File: src/rtl/lcd_fb_dma.sv
// lcd_fb_dma: frame-copy DMA from the LCD GDRAM (96x64 1bpp, FB_BYTES bytes)
// into the back bank of a double-buffered display framebuffer.
//
// A start pulse copies the whole GDRAM into the bank that is not being
// scanned out. The banks are swapped during vertical blank, so scanout never
// shows a torn frame.
//
// Ports:
//   clk, reset      system clock, synchronous active-high reset
//   start           one-cycle frame-complete pulse, requests a copy
//   vblank          scanout vertical blank level
//   cpu_req         CPU owns the source port this cycle (DMA yields)
//   src_rd/addr     DMA read strobe/address on the source port
//   src_data        source read data, valid one cycle after src_rd
//   dst_we/addr/data framebuffer write port, dst_addr = {bank, byte}
//   display_bank    bank currently scanned out
//   busy            high from accepted start until the bank swap
//   overrun_count   saturating count of starts dropped while busy
//   dbg_state_o     current FSM state (IDLE=0, COPY=1, DRAIN=2, WAIT_SWAP=3)
//
// Source-port arbitration: cpu_req has absolute priority. src_rd is
// combinational and never high in a cycle with cpu_req=1. A yielded cycle is a
// pure stall, because the read counter holds. The destination port is
// private, so writes never stall.
module lcd_fb_dma #(
  parameter int FB_BYTES = 768,
  parameter int ADDR_W   = 10
) (
  input  logic              clk,
  input  logic              reset,
  input  logic              start,
  input  logic              vblank,
  input  logic              cpu_req,
  output logic              src_rd,
  output logic [ADDR_W-1:0] src_addr,
  input  logic [7:0]        src_data,
  output logic              dst_we,
  output logic [ADDR_W:0]   dst_addr,
  output logic [7:0]        dst_data,
  output logic              display_bank,
  output logic              busy,
  output logic [7:0]        overrun_count,
  output logic [1:0]        dbg_state_o
);

  typedef enum logic [1:0] {
    IDLE      = 2'd0,
    COPY      = 2'd1,
    DRAIN     = 2'd2,
    WAIT_SWAP = 2'd3
  } state_e;

  localparam logic [ADDR_W-1:0] LAST_ADDR = ADDR_W'(FB_BYTES - 1);

  state_e            state_q, state_d;
  logic [ADDR_W-1:0] cnt_q, cnt_d;
  logic              back_q, back_d;
  logic              disp_q, disp_d;
  logic [7:0]        ovr_q, ovr_d;
  // A write is pending for the read issued in the previous cycle.
  logic              pend_q;
  logic [ADDR_W:0]   waddr_q;

  always_comb begin
    state_d = state_q;
    cnt_d   = cnt_q;
    back_d  = back_q;
    disp_d  = disp_q;
    ovr_d   = ovr_q;
    src_rd  = 1'b0;

    case (state_q)
      IDLE: begin
        if (start) begin
          state_d = COPY;
          cnt_d   = '0;
          back_d  = ~disp_q;
        end
      end
      COPY: begin
        if (!cpu_req) begin
          src_rd = 1'b1;
          if (cnt_q == LAST_ADDR) begin
            // The counter parks at 0, so it never goes past the last byte.
            cnt_d   = '0;
            state_d = DRAIN;
          end else begin
            cnt_d = cnt_q + 1'b1;
          end
        end
      end
      DRAIN: begin
        state_d = WAIT_SWAP;
      end
      WAIT_SWAP: begin
        if (vblank) begin
          disp_d  = ~disp_q;
          state_d = IDLE;
        end
      end
      default: state_d = IDLE;
    endcase

    // Any start outside IDLE is dropped. This includes the swap cycle itself.
    if (start && (state_q != IDLE) && (ovr_q != 8'hFF)) begin
      ovr_d = ovr_q + 8'd1;
    end
  end

  always_ff @(posedge clk) begin
    if (reset) begin
      state_q <= IDLE;
      cnt_q   <= '0;
      back_q  <= 1'b0;
      disp_q  <= 1'b0;
      ovr_q   <= '0;
      pend_q  <= 1'b0;
      waddr_q <= '0;
    end else begin
      state_q <= state_d;
      cnt_q   <= cnt_d;
      back_q  <= back_d;
      disp_q  <= disp_d;
      ovr_q   <= ovr_d;
      pend_q  <= src_rd;
      if (src_rd) begin
        waddr_q <= {back_q, cnt_q};
      end
    end
  end

  assign src_addr      = cnt_q;
  assign dst_we        = pend_q;
  assign dst_addr      = waddr_q;
  // The source data arrives in the write cycle and is passed straight through.
  // It is gated, so the write data is 0 whenever no write is in progress.
  assign dst_data      = pend_q ? src_data : 8'd0;
  assign display_bank  = disp_q;
  assign busy          = (state_q != IDLE);
  assign overrun_count = ovr_q;
  assign dbg_state_o   = state_q;

endmodule

File: config.mk
export PLATFORM = sky130hd
export DESIGN_NAME = lcd_fb_dma
export DESIGN_NICKNAME = d
export VERILOG_FILES = /design/src/rtl/lcd_fb_dma.sv
export SDC_FILE = /design/constraint.sdc
export NUM_CORES = 1
export LEC_CHECK = 0
export CORE_MARGIN = 10
export CORE_UTILIZATION = 40
export CTS_CLUSTER_SIZE = 25
export DETAILED_ROUTE_END_ITERATION = 8
export PLACE_DENSITY = 0.69
export SYNTH_ARGS = -nofsm -noshare
export SYNTH_HDL_FRONTEND = slang
export SYNTH_SLANG_ARGS = --single-unit
File: constraint.sdc
create_clock -name clk -period 3 [get_ports clk]
set_clock_uncertainty 0.15 [all_clocks]
set_input_delay 0.9 -clock clk [delete_from_list [all_inputs] [get_ports clk]]
set_output_delay 0.9 -clock clk [all_outputs]
set_load 0.02 [all_outputs]
Yosys cells after proc, flatten, opt, wreduce, memory -nomap -nowiden
Cells that the tools add are included.
{ "totals": {"regBits": 34, "in_bits": 13, "wordCells": 40} }
{ "classes": {"n_addsub": 2, "n_eq_ne": 9, "n_mux": 12, "bitwise": 1, "reduce_logical": 9} }
{ "ops": {"columns": ["op", "n"], "rows": [
  ["two-way mux 10 bit", 3],
  ["case mux 10 bit (2 select lines)", 1],
  ["adder 10 x 1 -> 10 bit (second input constant)", 1],
  ["== test 10 bit (second input constant)", 1],
  ["adder 8 x 1 -> 8 bit (second input constant)", 1],
  ["two-way mux 2 bit", 4],
  ["two-way mux 8 bit", 1],
  ["inequality test 2 bit (second input constant)", 4],
  ["inequality test 8 bit (second input constant)", 1],
  ["case mux 2 bit (4 select lines)", 1],
  ["== test 2 bit (second input constant)", 2],
  ["AND reduction 2 bit", 2],
  ["AND reduction 4 bit", 1],
  ["nonzero test 2 bit", 2],
  ["AND reduction 3 bit", 1],
  ["== test 2 x 1 -> 1 bit (second input constant)", 1],
  ["logical AND 1 bit", 2],
  ["zero test 2 bit", 1],
  ["two-way mux 1 bit", 2],
  ["NOT 1 bit", 1]
]} }

Longest topological paths before layout
Gate-level depths: netlist of the first run.
{ "depth": {"word_depth": 4, "ltp_mapped": 7, "mapped_depth_nobuf": 6} }

Least setup slack after synthesis of the first run
Ideal clock, no wire load.
{ "synth_timing": {"path_type": "input-to-output", "startpoint": "in cpu_req", "endpoint": "out src_rd", "arrival_time_ps": 1416, "required_time_ps": 1950, "slack_ps": 534, "path_stages": 3, "n_path_buf": 1, "cell_sequence": "nand2b_1 > inv_1 > buf_2"} }
{ "synth_between": {"elab_chain_len": 2} }
{ "synth_rtl": {"columns": ["item", "line", "text"], "rows": [
  ["from (decl)", "33", "input logic cpu_req,"],
  ["two-way mux 1 bit", "81", "if (!cpu_req) begin"],
  ["two-way mux 1 bit", "72", "case (state_q)"],
  ["to (decl)", "34", "output logic src_rd,"]
]} }
No other way between the ends.

Final worst setup path of the first run
{ "layout_timing": {"startpoint": "in src_data[1]", "endpoint": "out dst_data[1]"} }
{ "layout_between": {"elab_chain_len": 1} }
{ "layout_rtl": {"columns": ["item", "line", "text"], "rows": [
  ["from (decl)", "36", "input logic [7:0] src_data,"],
  ["two-way mux 8 bit", "137", "assign dst_data = pend_q ? src_data : 8'd0;"],
  ["to (decl)", "39", "output logic [7:0] dst_data,"]
]} }
No other way between the ends.

==> summary.md, run 1 <==
| Metric | Value |
|---|---|
| Worst VDD drop | `0.371 mV` |
| Clock Power Share | `0.231` |
| Max Cap Viol | `0` |
| Root Buffer | `clkbuf_8` |
| Nets | `271` |
| RSZ-0062 raised after global routing | `no` |
| Post-DR wirelength/cell | `13.8 um` |
| Syn Area/Cell | `8.72 um^2` |
| Ys Warns | `0` |
| Most common cell after layout, fill and taps aside | `clkdlybuf4s50_1` |
| DIE AREA | `0.00706 mm^2` |
| Switching part of the total | `0.367` |
| Port bufs | `55` |
| Hold Vio Cnt, Final | `0` |
| Max Slew Vio Count | `0` |
| Logic pwr share | `0.417` |
| Chip width | `84.0 um` |
| Clock transition at path regs | `0.07 ns` |
| Cell Int Power | `0.956 mW` |
| Layout Utilization | `0.593` |
| Sequential share of power | `0.352` |
| Final worst slack | `0.153 ns` |
| Sequential share of the synthesized area | `0.415` |
| Core area | `0.00397 mm^2` |
| Share of the synthesized area in the top cell type | `0.415` |
| CP required | `1.95 ns` |
| RD Place Congestion | `0.825` |
| Switching power total | `0.554 mW` |
| H-tree depth | `2` |
| Share of synthesized registers carrying an async set or reset | `0` |
| Count of flip-flops with a built-in enable after synthesis | `0` |
| TritonCTS Sinks | `34` |
| Most frequent cells in the layout | `clkdlybuf4s50_1 (46), dfxtp_1 (34), nand2_1 (27)` |
| Synthesized flop and latch total | `34` |
| Row count | `23` |
| Area leader, netlist | `dfxtp_1` |
| CP startpoint kind | `primary input` |
| CTS tree | `built` |
| Worst rel slew slack | `0.740` |
| ANT nets after route | `0` |
| DR vias | `1,501` |
| Area Overhead vs Synth | `43.6%` |
| Overflow after GRT | `0` |
| IO Count | `56` |
| ANT cells | `0` |
| Critical Path End Type | `output port` |
| Leak | `0.925 nW` |
| Drt drc | `0` |
| Cells after Synth | `188` |
| Initial detailed-routing violation count | `102` |
| Initial Util | `0.413` |
| Post-Place Setup Slack | `-0.290 ns` |
| Hold buffer count at CTS | `0` |
| Dpl hpwl | `3200 um` |
| Fin crit share | `0.949` |
| Synth Flop Type | `dfxtp_1` |
| Routed WL | `4170 um` |
| WP data arrival | `1.80 ns` |
| Critical path class | `primary input to output port` |
| Pin count of the biggest net entering global routing | `16` |
| Mapped Nets | `208` |
| First-pass GRT wire length | `7010 um` |
| Status | `completed` |
| Clk_lat worst skew | `0.29 ns` |
| Total CTS buffers | `5` |
| Fill count | `377` |
| Count of different cell masters after synthesis | `44` |
| Max Freq | `351 MHz` |
| Top cells by area, synth | `dfxtp_1 (42%), nand2_1 (6.2%), ha_1 (5.3%)` |
| Syn Std Cell Area | `0.00164 mm^2` |
| Worst slew pin tran | `0.388 ns` |
| Share of layout cells above drive strength 1 | `0.0873` |
| DIE HEIGHT | `84.0 um` |
| Min Tclk post-route | `2.85 ns` |
| Vias per Instance | `4.97` |
| Clk buf depth | `2` |
| CP Max Fanout | `1` |
| Global Route Usage Sum | `0.118` |
| First-pass detailed-route iteration total | `4` |
| Power Density | `641 mW/mm^2` |
| Final setup vio count | `0` |
| Initial antenna violation count | `0` |
| Hold Crit Class | `flip-flop to flip-flop` |
| Final Hold Slack | `0.302 ns` |
| Vias in the first global route | `1,428` |
cells in the mapped netlist, types with 4 or more instances:
cell type,n
a21oi_1,16
and2_1,8
clkbuf_1,4
dfxtp_1,34
ha_1,7
inv_1,4
nand2_1,27
nand2b_1,4
nand3_1,6
nand4_1,5
nor2_1,17
nor2b_1,4
o21ai_0,4
xor2_1,9
power by group through the flow:
stage / combinational (mW) / clock (mW) / sequential, mW
3_5_place_dp: 0.645 / 0 / 0.544
5_1_grt: 0.698 / 0.374 / 0.539
3_3_place_gp: 0.639 / 0 / 0.543
4_1_cts: 0.642 / 0.359 / 0.533
2_1_floorplan: 0.381 / 0 / 0.574
6_report: 0.630 / 0.349 / 0.531
registers in the layout (all words and copies together), names as in the netlist:
register	flops
display_bank	1
dbg_state_o	2
overrun_count	8
src_addr	10
back_q	1
dst_addr	11
dst_we	1
final timing paths:
path,start,to,slack (ns),depth (start not counted)
hold / removal,dst_addr[7],dst_addr[7],0.30,2
setup / recovery,src_data[1],dst_data[1],0.15,3
hold reg to reg,dst_addr[7],dst_addr[7],0.30,2
setup reg to reg,dbg_state_o[0],src_addr[9],1.01,8
cells by family (layout without fill, tap and decap cells):
group / Yosys count / in the layout / share of synthesized area
AND/OR/NAND/NOR: 90 / 90 / 0.295
multiplexers: 3 / 3 / 0.0183
flip-flops: 34 / 34 / 0.415
buffers and inverters: 10 / 74 / 0.0259
AO/OA/AOI/OAI: 34 / 34 / 0.139
adder cells (fa/ha/maj): 7 / 7 / 0.0534
XOR/XNOR: 10 / 10 / 0.0534
final cells by class:
class                   instances  area (um^2)  area share
well taps                      50         62.6      0.0266
clock buffers                   7         86.3      0.0367
clock inverters                 1         5.00     0.00213
multi-input cells             144          916       0.389
inverters                       4         15.0     0.00638
repair buffers                 62          588       0.250
flip-flops and latches         34          681       0.289
layer usage:
| metal | up-vias | share of wire | routed length (um) | GRT usage |
|---|---|---|---|---|
| met3 | 6 | 0.063 | 263 | 0.0449 |
| li1 | 786 | - | - | - |
| met1 | 670 | 0.48 | 2020 | 0.147 |
| met5 | - | 0 | 0 | 0 |
| met4 | 0 | 0.0098 | 41 | 0.0548 |
| met2 | 39 | 0.44 | 1840 | 0.174 |
critical path, cell delays in order:
cell,delay (ns)
clkdlybuf4s50_1,0.45
and2_1,0.12
dlygate4sd2_1,0.33
stage by stage:
step | total power, mW | std cells | cell area (um^2) | setup TNS [ns]
floorplan | 0.955 | 188 | 1640 | 0
global placement | 1.18 | 294 | 2280 | -1.18
detailed placement | 1.19 | 294 | 2280 | -1.24
CTS | 1.53 | 302 | 2360 | 0
global route | 1.61 | 302 | 2350 | 0
finish | 1.51 | 302 | 2350 | 0
timing repair:
action	CTS	global route
hold endpoints to repair	0	0
resized for setup	10	1
setup buffers	0	0
setup endpoints to repair	9	1
(Power assumes the default switching activity.)
==> run 2: changes to the inputs <==
--- a/config.mk
+++ b/config.mk
@@ -5,7 +5,6 @@
 export SDC_FILE = /design/constraint.sdc
 export NUM_CORES = 1
 export LEC_CHECK = 0
-export CORE_MARGIN = 10
 export CORE_UTILIZATION = 40
 export CTS_CLUSTER_SIZE = 25
 export DETAILED_ROUTE_END_ITERATION = 8
==> summary.md, run 2 (synthesis results as in run 1) <==
| Metric | Value |
|---|---|
| Overflow after GRT | `0 (unchanged)` |
| H-tree depth | `2 (unchanged)` |
| Most frequent cells in the layout | `clkdlybuf4s50_1 (46), dfxtp_1 (34), nand2_1 (27) (unchanged)` |
| Initial Util | `0.431 (was 0.413)` |
| Final setup vio count | `0 (unchanged)` |
| Drt drc | `0 (unchanged)` |
| Placed cells | `292 (was 294)` |
| Initial antenna violation count | `0 (unchanged)` |
| Routed WL | `3640 um (was 4170 um)` |
| CTS tree | `built (unchanged)` |
| WP data arrival | `1.80 ns (about the same)` |
| Fill count | `349 (was 377)` |
| Final Hold Slack | `0.303 ns (was 0.302 ns)` |
| Worst rel slew slack | `0.738 (was 0.740)` |
| Initial detailed-routing violation count | `54 (was 102)` |
| Register area | `681 um^2 (unchanged)` |
| DR vias | `1,494 (was 1,501)` |
| Critical path class | `flip-flop to output port (was primary input to output port)` |
| Post-DR wirelength/cell | `12.2 um (was 13.8 um)` |
| Max Freq | `351 MHz (about the same)` |
| Critical Path End Type | `output port (unchanged)` |
| GR met2 Demand/Resource | `0.269 (was 0.174)` |
| RD Place Congestion | `0.771 (was 0.825)` |
| TritonCTS Sinks | `34 (unchanged)` |
| Status | `completed (unchanged)` |
| Busiest grt layer | `met2 (unchanged)` |
| Max Cap Viol | `0 (unchanged)` |
| Vias in the first global route | `1,282 (was 1,428)` |
| CP Max Fanout | `8 (was 1)` |
| Setup bufs post-CTS | `0 (unchanged)` |
| First-pass GRT wire length | `5800 um (was 7010 um)` |
| ANT cells | `0 (unchanged)` |
| Hold Crit Class | `flip-flop to flip-flop (unchanged)` |
| Worst VDD drop | `0.573 mV (was 0.371 mV)` |
| ANT nets after route | `0 (unchanged)` |
| RSZ-0062 raised after global routing | `no (unchanged)` |
| Multi-input gate area | `916 um^2 (unchanged)` |
| Met1 usage | `0.231 (was 0.147)` |
| IO Count | `56 (unchanged)` |
| Hold buffer count at CTS | `0 (unchanged)` |
| M3 GR Usage | `0.0500 (was 0.0449)` |
| Clk buf depth | `2 (unchanged)` |
| Pin count of the biggest net entering global routing | `17 (was 16)` |
| Most common cell after layout, fill and taps aside | `clkdlybuf4s50_1 (unchanged)` |
| Setup TNS | `0 ns (unchanged)` |
| Port bufs | `55 (unchanged)` |
| Min Tclk post-route | `2.85 ns (about the same)` |
| Power Density | `620 mW/mm^2 (was 641 mW/mm^2)` |
| Core area | `0.00380 mm^2 (was 0.00397 mm^2)` |
| DIE HEIGHT | `66.0 um (was 84.0 um)` |
| CP startpoint kind | `flip-flop (was primary input)` |
| Leak | `0.916 nW (was 0.925 nW)` |
| Root Buffer | `clkbuf_8 (unchanged)` |
| Max Slew Vio Count | `0 (unchanged)` |
| Worst slew pin tran | `0.391 ns (was 0.388 ns)` |
| Dpl hpwl | `2730 um (was 3200 um)` |
| Area Overhead vs Synth | `42.5% (was 43.6%)` |
| Fin cells | `299 (was 302)` |
| Nets | `271 (unchanged)` |
| Chip width | `66.0 um (was 84.0 um)` |
| Row count | `22 (was 23)` |
| DIE AREA | `0.00436 mm^2 (was 0.00706 mm^2)` |
| Fin crit share | `0.949 (about the same)` |
| Total CTS buffers | `5 (unchanged)` |
| Layout Utilization | `0.615 (was 0.593)` |
| Hold Vio Cnt, Final | `0 (unchanged)` |
| Max FFs per register | `11 (unchanged)` |
| CP required | `1.95 ns (about the same)` |
| Clk_lat worst skew | `0.28 ns (was 0.29 ns)` |
| Vias per Instance | `5.00 (was 4.97)` |
| First-pass detailed-route iteration total | `4 (unchanged)` |
| Global Route Usage Sum | `0.176 (was 0.118)` |
| Clock transition at path regs | `0.06 ns (was 0.07 ns)` |
| Share of layout cells above drive strength 1 | `0.0797 (was 0.0873)` |
[run 2: per-stage QoR]
step | instance area [um^2] | setup slack [ns] | power, mW
6_report | 2340 | 0.153 | 1.45
5_1_grt | 2340 | 0.0209 | 1.54
4_1_cts | 2340 | 0.0232 | 1.47
3_5_place_dp | 2270 | -0.277 | 1.16
3_3_place_gp | 2270 | -0.282 | 1.16
2_1_floorplan | 1640 | 0.534 | 0.955
[run 2: area by class of cell]
type | count | share of cell area
sequential | 34 | 0.291
timing repair buffer | 62 | 0.252
tap | 48 | 0.0257
inverter | 4 | 0.00643
clock buffer | 7 | 0.0327
multi-input combinational | 144 | 0.392
[run 2: per-layer routing]
metal,vias up,routed length (um),share of wire
met1,668,1740,0.48
met2,39,1610,0.44
li1,781,-,-
met4,0,49,0.013
met5,-,0,0
met3,6,239,0.066
[run 2: worst paths after layout]
check                                    start          end  slack (ns)  depth (start not counted)
worst max-delay path            dbg_state_o[0]         busy        0.15                          4
worst min-delay path               dst_addr[6]  dst_addr[6]        0.30                          2
worst max register to register  dbg_state_o[0]  src_addr[9]        0.95                          7
worst min register to register     dst_addr[6]  dst_addr[6]        0.30                          2
[run 2: power breakdown]
part	leakage [nW]	switching, mW	total (mW)	internal, mW
sequential	0.275	0.0428	0.533	0.490
clock	0.0383	0.149	0.309	0.160
combinational	0.603	0.337	0.608	0.270
total	0.916	0.530	1.45	0.920
[run 2: critical path, stage by stage (launching register included)]
cell	delay (ns)
dfxtp_1	0.41
inv_1	0.11
ha_1	0.30
inv_1	0.10
clkdlybuf4s50_1	0.60
[run 2: timing repair]
action	in CTS	in global routing
setup endpoints to repair	9	1
gates resized for setup	10	1
pin swaps	0	0
==> run 3: changes to the inputs <==
--- a/config.mk
+++ b/config.mk
@@ -9,6 +9,7 @@
 export CTS_CLUSTER_SIZE = 25
 export DETAILED_ROUTE_END_ITERATION = 8
 export PLACE_DENSITY = 0.69
+export SLEW_MARGIN = 20
 export SYNTH_ARGS = -nofsm -noshare
 export SYNTH_HDL_FRONTEND = slang
 export SYNTH_SLANG_ARGS = --single-unit
==> results of run 3 <==
The final DEF is identical to that of run 2; final timing and power are the same.
